===== src/rtl/reg_bus_pkg.sv =====
// ---------------------------------------------------------------------------
// reg_bus_pkg
// Shared types and constants for the register-bus arbiter slice.
//   NUM_REQ      number of requesting ports (spi host = 0, panel sequencer = 1)
//   REG_ADDR_W   default register address width
//   REG_DATA_W   default register data width
//   RD_LAT_MAX   largest supported read latency of the register file
//   LAT_CNT_W    width of the read-latency down-counter
//   arb_state_e  arbiter FSM states
//   port_mask()  one-hot mask for a port index
// ---------------------------------------------------------------------------
package reg_bus_pkg;

    localparam int NUM_REQ    = 2;
    localparam int REG_ADDR_W = 8;
    localparam int REG_DATA_W = 32;
    localparam int RD_LAT_MAX = 7;
    localparam int LAT_CNT_W  = 3;

    typedef enum logic [1:0] {
        IDLE    = 2'd0,
        ISSUE   = 2'd1,
        RD_WAIT = 2'd2,
        RESP    = 2'd3
    } arb_state_e;

    function automatic logic [NUM_REQ-1:0] port_mask(input logic idx);
        port_mask = idx ? 2'b10 : 2'b01;
    endfunction

endpackage


===== src/rtl/reg_bus_arbiter_rr_arb2.sv =====
// ---------------------------------------------------------------------------
// rr_arb2
// Purely combinational two-way round-robin picker.
//   req    in   per-port request level
//   last   in   port granted most recently
//   sel    out  selected port (meaningful only when valid)
//   valid  out  at least one port is requesting
// On a tie the port that was not granted last wins, which gives strict
// alternation when both ports keep requesting.
// ---------------------------------------------------------------------------
module rr_arb2
    import reg_bus_pkg::*;
(
    input  logic [NUM_REQ-1:0] req,
    input  logic               last,
    output logic               sel,
    output logic               valid
);

    always_comb begin
        sel   = 1'b0;
        valid = |req;
        unique case (req)
            2'b01:   sel = 1'b0;
            2'b10:   sel = 1'b1;
            2'b11:   sel = ~last;
            default: sel = 1'b0;
        endcase
    end

endmodule


===== src/rtl/reg_bus_arbiter.sv =====
// ---------------------------------------------------------------------------
// reg_bus_arbiter
// Shares the register-file bus between the spi host (port 0) and the panel
// sequencer (port 1). One transaction in flight at a time, round-robin
// between ports, read data returned with a per-port valid pulse.
//   clk, rst          system clock, synchronous active-high reset
//   m_req/m_we        per-port request level and write(1)/read(0) select
//   m_addr/m_wdata    per-port address/write data, port n at [n*W +: W]
//   m_gnt             one-cycle pulse when the port's strobe is issued
//   m_rvalid/m_rdata  one-cycle read-return pulse, shared data bus
//   reg_*             register-file bus (this block is its only driver)
//   busy              high whenever the FSM is not in IDLE
//
// state   | meaning
// --------+-----------------------------------------------------------------
// IDLE    | waiting for a request; picks a port and latches its fields
// ISSUE   | one cycle: strobe on reg bus, m_gnt to the selected port
// RD_WAIT | read in flight, down-counter covers the remaining read latency
// RESP    | one cycle: m_rvalid to the selected port with captured data
// ---------------------------------------------------------------------------
module reg_bus_arbiter
    import reg_bus_pkg::*;
#(
    parameter int ADDR_W     = REG_ADDR_W,
    parameter int DATA_W     = REG_DATA_W,
    parameter int RD_LATENCY = 0
) (
    input  logic                  clk,
    input  logic                  rst,
    input  logic [NUM_REQ-1:0]    m_req,
    input  logic [NUM_REQ-1:0]    m_we,
    input  logic [2*ADDR_W-1:0]   m_addr,
    input  logic [2*DATA_W-1:0]   m_wdata,
    output logic [NUM_REQ-1:0]    m_gnt,
    output logic [NUM_REQ-1:0]    m_rvalid,
    output logic [DATA_W-1:0]     m_rdata,
    output logic [ADDR_W-1:0]     reg_addr,
    output logic [DATA_W-1:0]     reg_wdata,
    output logic                  reg_write,
    output logic                  reg_read,
    input  logic [DATA_W-1:0]     reg_rdata,
    output logic                  busy
);

    // The ISSUE cycle already accounts for one cycle of read latency, so the
    // counter is loaded with RD_LATENCY-1 and captures when it reaches zero.
    localparam int                   WAIT_LOAD_INT = (RD_LATENCY > 0) ? RD_LATENCY - 1 : 0;
    localparam logic [LAT_CNT_W-1:0] WAIT_LOAD     = LAT_CNT_W'(WAIT_LOAD_INT);

    arb_state_e           state_q;
    arb_state_e           state_d;
    logic [LAT_CNT_W-1:0] cnt_q;
    logic [LAT_CNT_W-1:0] cnt_d;

    logic                 last_q;
    logic                 sel_q;
    logic                 we_q;
    logic [ADDR_W-1:0]    addr_q;
    logic [DATA_W-1:0]    wdata_q;
    logic [DATA_W-1:0]    rdata_q;

    logic                 arb_sel;
    logic                 arb_valid;
    logic                 latch_en;
    logic                 capture;

    logic                 pick_we;
    logic [ADDR_W-1:0]    pick_addr;
    logic [DATA_W-1:0]    pick_wdata;

    rr_arb2 u_rr_arb2 (
        .req   (m_req),
        .last  (last_q),
        .sel   (arb_sel),
        .valid (arb_valid)
    );

    always_comb begin
        pick_we    = arb_sel ? m_we[1] : m_we[0];
        pick_addr  = arb_sel ? m_addr[2*ADDR_W-1:ADDR_W]   : m_addr[ADDR_W-1:0];
        pick_wdata = arb_sel ? m_wdata[2*DATA_W-1:DATA_W]  : m_wdata[DATA_W-1:0];
    end

    always_ff @(posedge clk) begin
        if (rst) begin
            state_q <= IDLE;
            cnt_q   <= '0;
            last_q  <= 1'b1;
            sel_q   <= 1'b0;
            we_q    <= 1'b0;
            addr_q  <= '0;
            wdata_q <= '0;
            rdata_q <= '0;
        end else begin
            state_q <= state_d;
            cnt_q   <= cnt_d;
            if (latch_en) begin
                sel_q   <= arb_sel;
                we_q    <= pick_we;
                addr_q  <= pick_addr;
                wdata_q <= pick_wdata;
                last_q  <= arb_sel;
            end
            if (capture) begin
                rdata_q <= reg_rdata;
            end
        end
    end

    always_comb begin
        state_d   = state_q;
        cnt_d     = cnt_q;
        latch_en  = 1'b0;
        capture   = 1'b0;
        m_gnt     = '0;
        m_rvalid  = '0;
        reg_write = 1'b0;
        reg_read  = 1'b0;

        unique case (state_q)
            IDLE: begin
                if (arb_valid) begin
                    latch_en = 1'b1;
                    state_d  = ISSUE;
                end
            end
            ISSUE: begin
                m_gnt     = port_mask(sel_q);
                reg_write = we_q;
                reg_read  = ~we_q;
                if (we_q) begin
                    state_d = IDLE;
                end else if (RD_LATENCY == 0) begin
                    capture = 1'b1;
                    state_d = RESP;
                end else begin
                    cnt_d   = WAIT_LOAD;
                    state_d = RD_WAIT;
                end
            end
            RD_WAIT: begin
                if (cnt_q == '0) begin
                    capture = 1'b1;
                    state_d = RESP;
                end else begin
                    cnt_d = cnt_q - LAT_CNT_W'(1);
                end
            end
            RESP: begin
                m_rvalid = port_mask(sel_q);
                state_d  = IDLE;
            end
            default: begin
                state_d = IDLE;
            end
        endcase
    end

    // Address and write data simply follow the latched fields, so they hold
    // the last issued values outside ISSUE without extra muxing.
    assign reg_addr  = addr_q;
    assign reg_wdata = wdata_q;
    assign m_rdata   = rdata_q;
    assign busy      = (state_q != IDLE);

endmodule


===== config.mk =====
export PLATFORM = sky130hd
export DESIGN_NAME = reg_bus_arbiter
export DESIGN_NICKNAME = d
export VERILOG_FILES = /design/src/rtl/reg_bus_pkg.sv /design/src/rtl/reg_bus_arbiter_rr_arb2.sv /design/src/rtl/reg_bus_arbiter.sv
export SDC_FILE = /design/constraint.sdc
export NUM_CORES = 1
export LEC_CHECK = 0
export CORE_MARGIN = 5
export CORE_UTILIZATION = 43
export DETAILED_ROUTE_END_ITERATION = 16
export PLACE_DENSITY = 0.86
export RECOVER_POWER = 100
export SLEW_MARGIN = 40
export SYNTH_ARGS = -nofsm -noshare
export SYNTH_HDL_FRONTEND = slang
export SYNTH_SLANG_ARGS = --single-unit

===== constraint.sdc =====
create_clock -name clk -period 3.14 [get_ports clk]
set_input_delay 0.628 -clock clk [delete_from_list [all_inputs] [get_ports clk]]
set_output_delay 0.628 -clock clk [all_outputs]
set_load 0.01 [all_outputs]

## After elaboration in Yosys (flattened, before gate mapping)

Index checks and enable logic that the tools add are counted.

- Bits in registers: 80
- Output and inout bits: 79
- Logic and storage cells: 43

- $add $sub $neg: 1
- Equality and inequality tests: 7
- Mux-type cells: 18
- Bitwise operators: 3
- Reduce and logical (&&, ||, !) cells: 6

Operator list:

| kind | number |
|---|---|
| $mux W32 | 1 |
| $mux W2 | 6 |
| $eq A2 B2 Y1 const B | 4 |
| $mux W8 | 1 |
| $pmux W2 S4 | 1 |
| $mux W1 | 7 |
| $ne A2 B2 Y1 const B | 2 |
| $pmux W1 S2 | 2 |
| $reduce_and A2 Y1 | 2 |
| $logic_not A3 Y1 | 1 |
| $not A1 Y1 | 3 |
| $sub A3 B1 Y3 const B | 1 |
| $eq A2 B1 Y1 const B | 1 |
| $logic_not A2 Y1 | 1 |
| $reduce_bool A2 Y1 | 1 |
| $reduce_or A2 Y1 | 1 |

## Logic depth before layout (Yosys ltp)

Gate-level depths: netlist (run 1).

- Depth after elaboration: 3
- Depth in mapped cells: 8
- Gate-level depth less buffers: 5

## By module

Synthesis (run 1) repeated with hierarchy kept, for this count alone.

- Cell total of the unflattened synthesis: 377
- Area, all modules: 3414.5 µm²

Modules (own cells, without submodules):

| module | instances | cells each | area each (µm²) | sequential area each (µm²) |
|---|---|---|---|---|
| reg_bus_arbiter | 1 | 375 | 3400.8 | 1601.5 |
| rr_arb2 | 1 | 2 | 13.8 | 0.0 |

## Least setup slack after synthesis (run 1)

No wires, ideal clock.

- Path kind: register -> register
- Start: register state_q[0]
- End: register rdata_q[10] (netlist: m_rdata[10])
- Setup time: 0.119 ns
- Arrival: 1.448 ns
- Data required time: 3.021 ns
- Slack: 1.573 ns
- Stages on the path, launching flop included: 9
- Buffers on the path: 3
- Path through: dfxtp_1 -> inv_1 -> ha_1 -> buf_4 -> and3b_1 -> o21a_1 -> buf_6 -> buf_8 -> mux2i_1

- Longest elaborated chain between the ends: 2

RTL lines:

| element | line | RTL |
|---|---|---|
| from (decl) | reg_bus_arbiter.sv:50 | `arb_state_e state_q;` |
| from (signal assigned) | reg_bus_arbiter.sv:95 | `state_q <= state_d;` |
| $eq A2 B2 Y1 or $eq A2 B1 Y1 (tied branches) | reg_bus_arbiter.sv:120 | `unique case (state_q)` |
| $pmux W1 S2 (*) | reg_bus_arbiter.sv:120 |  |
| to (signal assigned) | reg_bus_arbiter.sv:105 | `rdata_q <= reg_rdata;` |
| to (decl) | reg_bus_arbiter.sv:60 | `logic [DATA_W-1:0] rdata_q;` |

Every way passes the cells marked *; elsewhere a longest branch is shown, timed or not.
A chain may end at the register's enable or synchronous reset.

## Worst setup path after layout (run 1)

- Start: register state_q[1]
- End: register rdata_q[25] (netlist: m_rdata[25])

The elaborated chain is that of the path after synthesis.

==> results_dict.tcl, run 1 <==
set metrics [dict create \
    run_status "finished clean" \
    met2WireLength_um 4770 \
    drt-initial-drc-count 81 \
    min_period_ns 2.68 \
    grt_start_max_net_pins 114 \
    worst_setup_end_kind "flop" \
    yosys_warnings 0 \
    peakVddDrop_mv 0.503 \
    ys_seq_elements 80 \
    worst-setup-path-type "reg -> reg" \
    timing.max_cap.violations 0 \
    areaGrowthSynthToFinish_pct 55.0 \
    stages_on_worst_setup_path 6 \
    final-max-slew-violation-count 0 \
    seq_area_frac_synth_pct 42.5 \
    route.antenna.remaining_nets 0 \
    die-height_um 104 \
    detail_route.first_pass.iterations 4 \
    cp-start-kind "flop" \
    cts-buffers-inserted 9 \
    initial_core_util_pct 43.6 \
    number_of_drc_violations_after_detailed_routing 0 \
    syn_inst 377 \
    htree_levels 3 \
    top_signal_layer_used "met4" \
    timing.reg2reg.worst_path_depth 6 \
    die_x_um 104 \
    hold_path_depth 2 \
    antenna-diode-count 0 \
    portBuffers 196 \
    layout_worst_path_cycle_share_pct 85.4 \
    coreArea_um2 8640 \
    final.setup_skew_ns 0.00912 \
    post_synth_num_cell_types 30 \
    syn_area_um2 3770 \
    die_footprint_um2 10700 \
    grt_pass1_vias 3396 \
    critical_path.top_delay_family "compound AO/OA/AOI/OAI gates" \
    routed_wl_um 10100 \
    final_hold_viol_count 0 \
    synth.net_count 501 \
    gp_congestion 0.723 \
    final-setup-viol-count 0 \
    route.vias.total 3300 \
    gr-total-overflow 0 \
    crit_chain "inv_1 -> ha_1 -> nor2b_1 -> o21a_1 -> clkbuf_1 -> mux2i_1" \
    std_cell_rows 34 \
    hold_buffers 0 \
    timing_worst_slew_pin_value_ns 1.36 \
    ctsLongestPathBuffers 2 \
    clk_latency_ns 0.34 \
    critical_path_required_ns 3.41 \
    unrepaired_setup_endpoints_after_global_routing "no" \
    hold_path_class "reg -> reg" \
    power.total_mw 3.05 \
    clk_transition_reported_paths_ns 0.08 \
    cts_tree "yes" \
    groute.usage.overall_pct 18.2 \
    final_layout_size_suffix_gt1_share_pct 4.26 \
    timing.critical_path.buf_inv 2 \
    cts_setup_buffers 0 \
    critical_path.slowest_cell "o21a_1" \
    crit_arrival_ns 2.95 \
    met3RoutedLength_um 1060 \
    m1WireLength_um 4060 \
    cts_sinks 80 \
    ios 197 \
    crit_fanout 19 \
    worst_path_largest_cell_delay_ns 0.94 \
    timing.setup.tns_ns 0 \
    initial_antenna_violation_count 0 \
    synth_area_per_cell_um2 10.0 \
    post_detailed_route_wirelength_per_cell_um 15.0 \
    hpwlAfterDp_um 7760 \
    grt_pass1_wl_um 16200 \
    static_leakage_nw 2.37 \
    via_per_inst 4.92 \
    power_density_nw_per_um2 522 \
    fin_nets 682 \
    timing.slew.headroom_pct 9.06 \
    postCtsResizedCells 0 \
    max_clock_freq_mhz 373 \
    clockRootBuffer "clkbuf_8" \
]
## stage by stage
step / area [um^2] / setup WS (ns) / util [%] / instances / hold WS, ns
after floorplan: 3770 / 1.57 / - / 377 / 0.484
after global placement: 5690 / 0.953 / 65.9 / 655 / 0.458
after detailed placement: 5690 / 0.925 / 65.9 / 655 / 0.462
after CTS: 5860 / 0.550 / 67.9 / 671 / 0.478
after global routing: 5840 / 0.263 / 67.6 / 671 / 0.498
final: 5840 / 0.459 / 67.6 / 671 / 0.471
## cell type report
| class | instances | area [um^2] |
|---|---|---|
| fillers | 663 | 2790 |
| repair buffers | 202 | 2010 |
| multi-input cells | 260 | 1900 |
| flip-flops and latches | 80 | 1600 |
| clock buffers | 11 | 141 |
| well taps | 108 | 135 |
| clock inverters | 5 | 32.5 |
| inverters | 5 | 18.8 |
## cell families (layout without fill, tap and decap cells)
group	after synthesis	in the layout	share of synthesized area (%)
AND/OR/NAND/NOR	123	123	17.3
multiplexers	75	75	19.9
AO/OA/AOI/OAI	56	56	11.1
buffers and inverters	37	223	7.20
flip-flops	80	80	42.5
adder cells (fa/ha/maj)	6	6	1.99
## registers in the layout (all words and copies together) (netlist names)
name       cells
last_q         1
sel_q          1
reg_wdata     32
reg_addr       8
we_q           1
m_rdata       32
state_q        2
cnt_q          3
## path summary, 6_finish.rpt
kind                                         startpoint  slack [ns]                       end
worst max-delay path            state_q[1]$_SDFFE_PP0P_        0.46  m_rdata[25]$_SDFFE_PP0P_
worst min-delay path            m_rdata[8]$_SDFFE_PP0P_        0.47   m_rdata[8]$_SDFFE_PP0P_
worst max register to register  state_q[1]$_SDFFE_PP0P_        0.46  m_rdata[25]$_SDFFE_PP0P_
worst min register to register  m_rdata[8]$_SDFFE_PP0P_        0.47   m_rdata[8]$_SDFFE_PP0P_
## cells in the mapped netlist (all sizes together)
cell type  instances  area share [%]
nor2              45             4.5
ha                 6             2.0
a311oi             1            0.23
and2               3            0.50
a221oi             1            0.23
nand3              1            0.13
nand2              2            0.20
a221o              1            0.27
o21a               2            0.40
nand2b            67              11
nor2b              3            0.50
buf               21             5.6
a21oi              4            0.53
a211oi            42             8.4
dfxtp             80              42
and3b              1            0.23
o21ai              1            0.13
a2111oi            1            0.23
inv                5            0.50
a21boi             1            0.30
a21o               1            0.20
or2                1            0.17
clkbuf            11             1.1
mux2i             75              20
a31oi              1            0.17
## layout by cell type (no fill, tap or decap), types with 2 or more instances in the layout
cell type        synthesis  routed
buf_4                    2       3
dfxtp_1                 80      80
clkdlybuf4s50_1          0     116
nand2_1                  2       2
ha_1                     6       6
clkbuf_1                11       2
nor2b_1                  3       3
a21oi_1                  4       4
mux2i_1                 75      75
clkbuf_8                 0      10
nor2_1                  45      45
dlygate4sd3_1            0      79
clkinvlp_4               0       3
inv_1                    5       5
clkinv_2                 0       2
and2_1                   3       3
nand2b_1                67      67
a211oi_1                42      42
## power by group
part	switching [mW]	leakage [nW]	internal (mW)
sequential	0.0896	0.658	1.19
clock	0.362	0.0813	0.306
combinational	0.515	1.63	0.590
total	0.967	2.37	2.09
## worst register-to-register path, stage by stage (launching register included)
cell      delay (ns)
dfxtp_1         0.36
inv_1           0.10
ha_1            0.20
nor2b_1         0.30
o21a_1          0.94
clkbuf_1        0.48
mux2i_1         0.24
## metal layers
layer / track usage, % / vias up
li1: - / 1670
met1: 20.2 / 1459
met5: 0 / -
met2: 30.5 / 153
met3: 7.59 / 18
met4: 7.50 / 0
(Power assumes the default switching activity.)
==> run 2, diff against run 1 <==
SKIP_LAST_GASP = 1   (was unset)
==> results of run 2 <==
Final layout, timing and power as in run 1 (identical DEF).
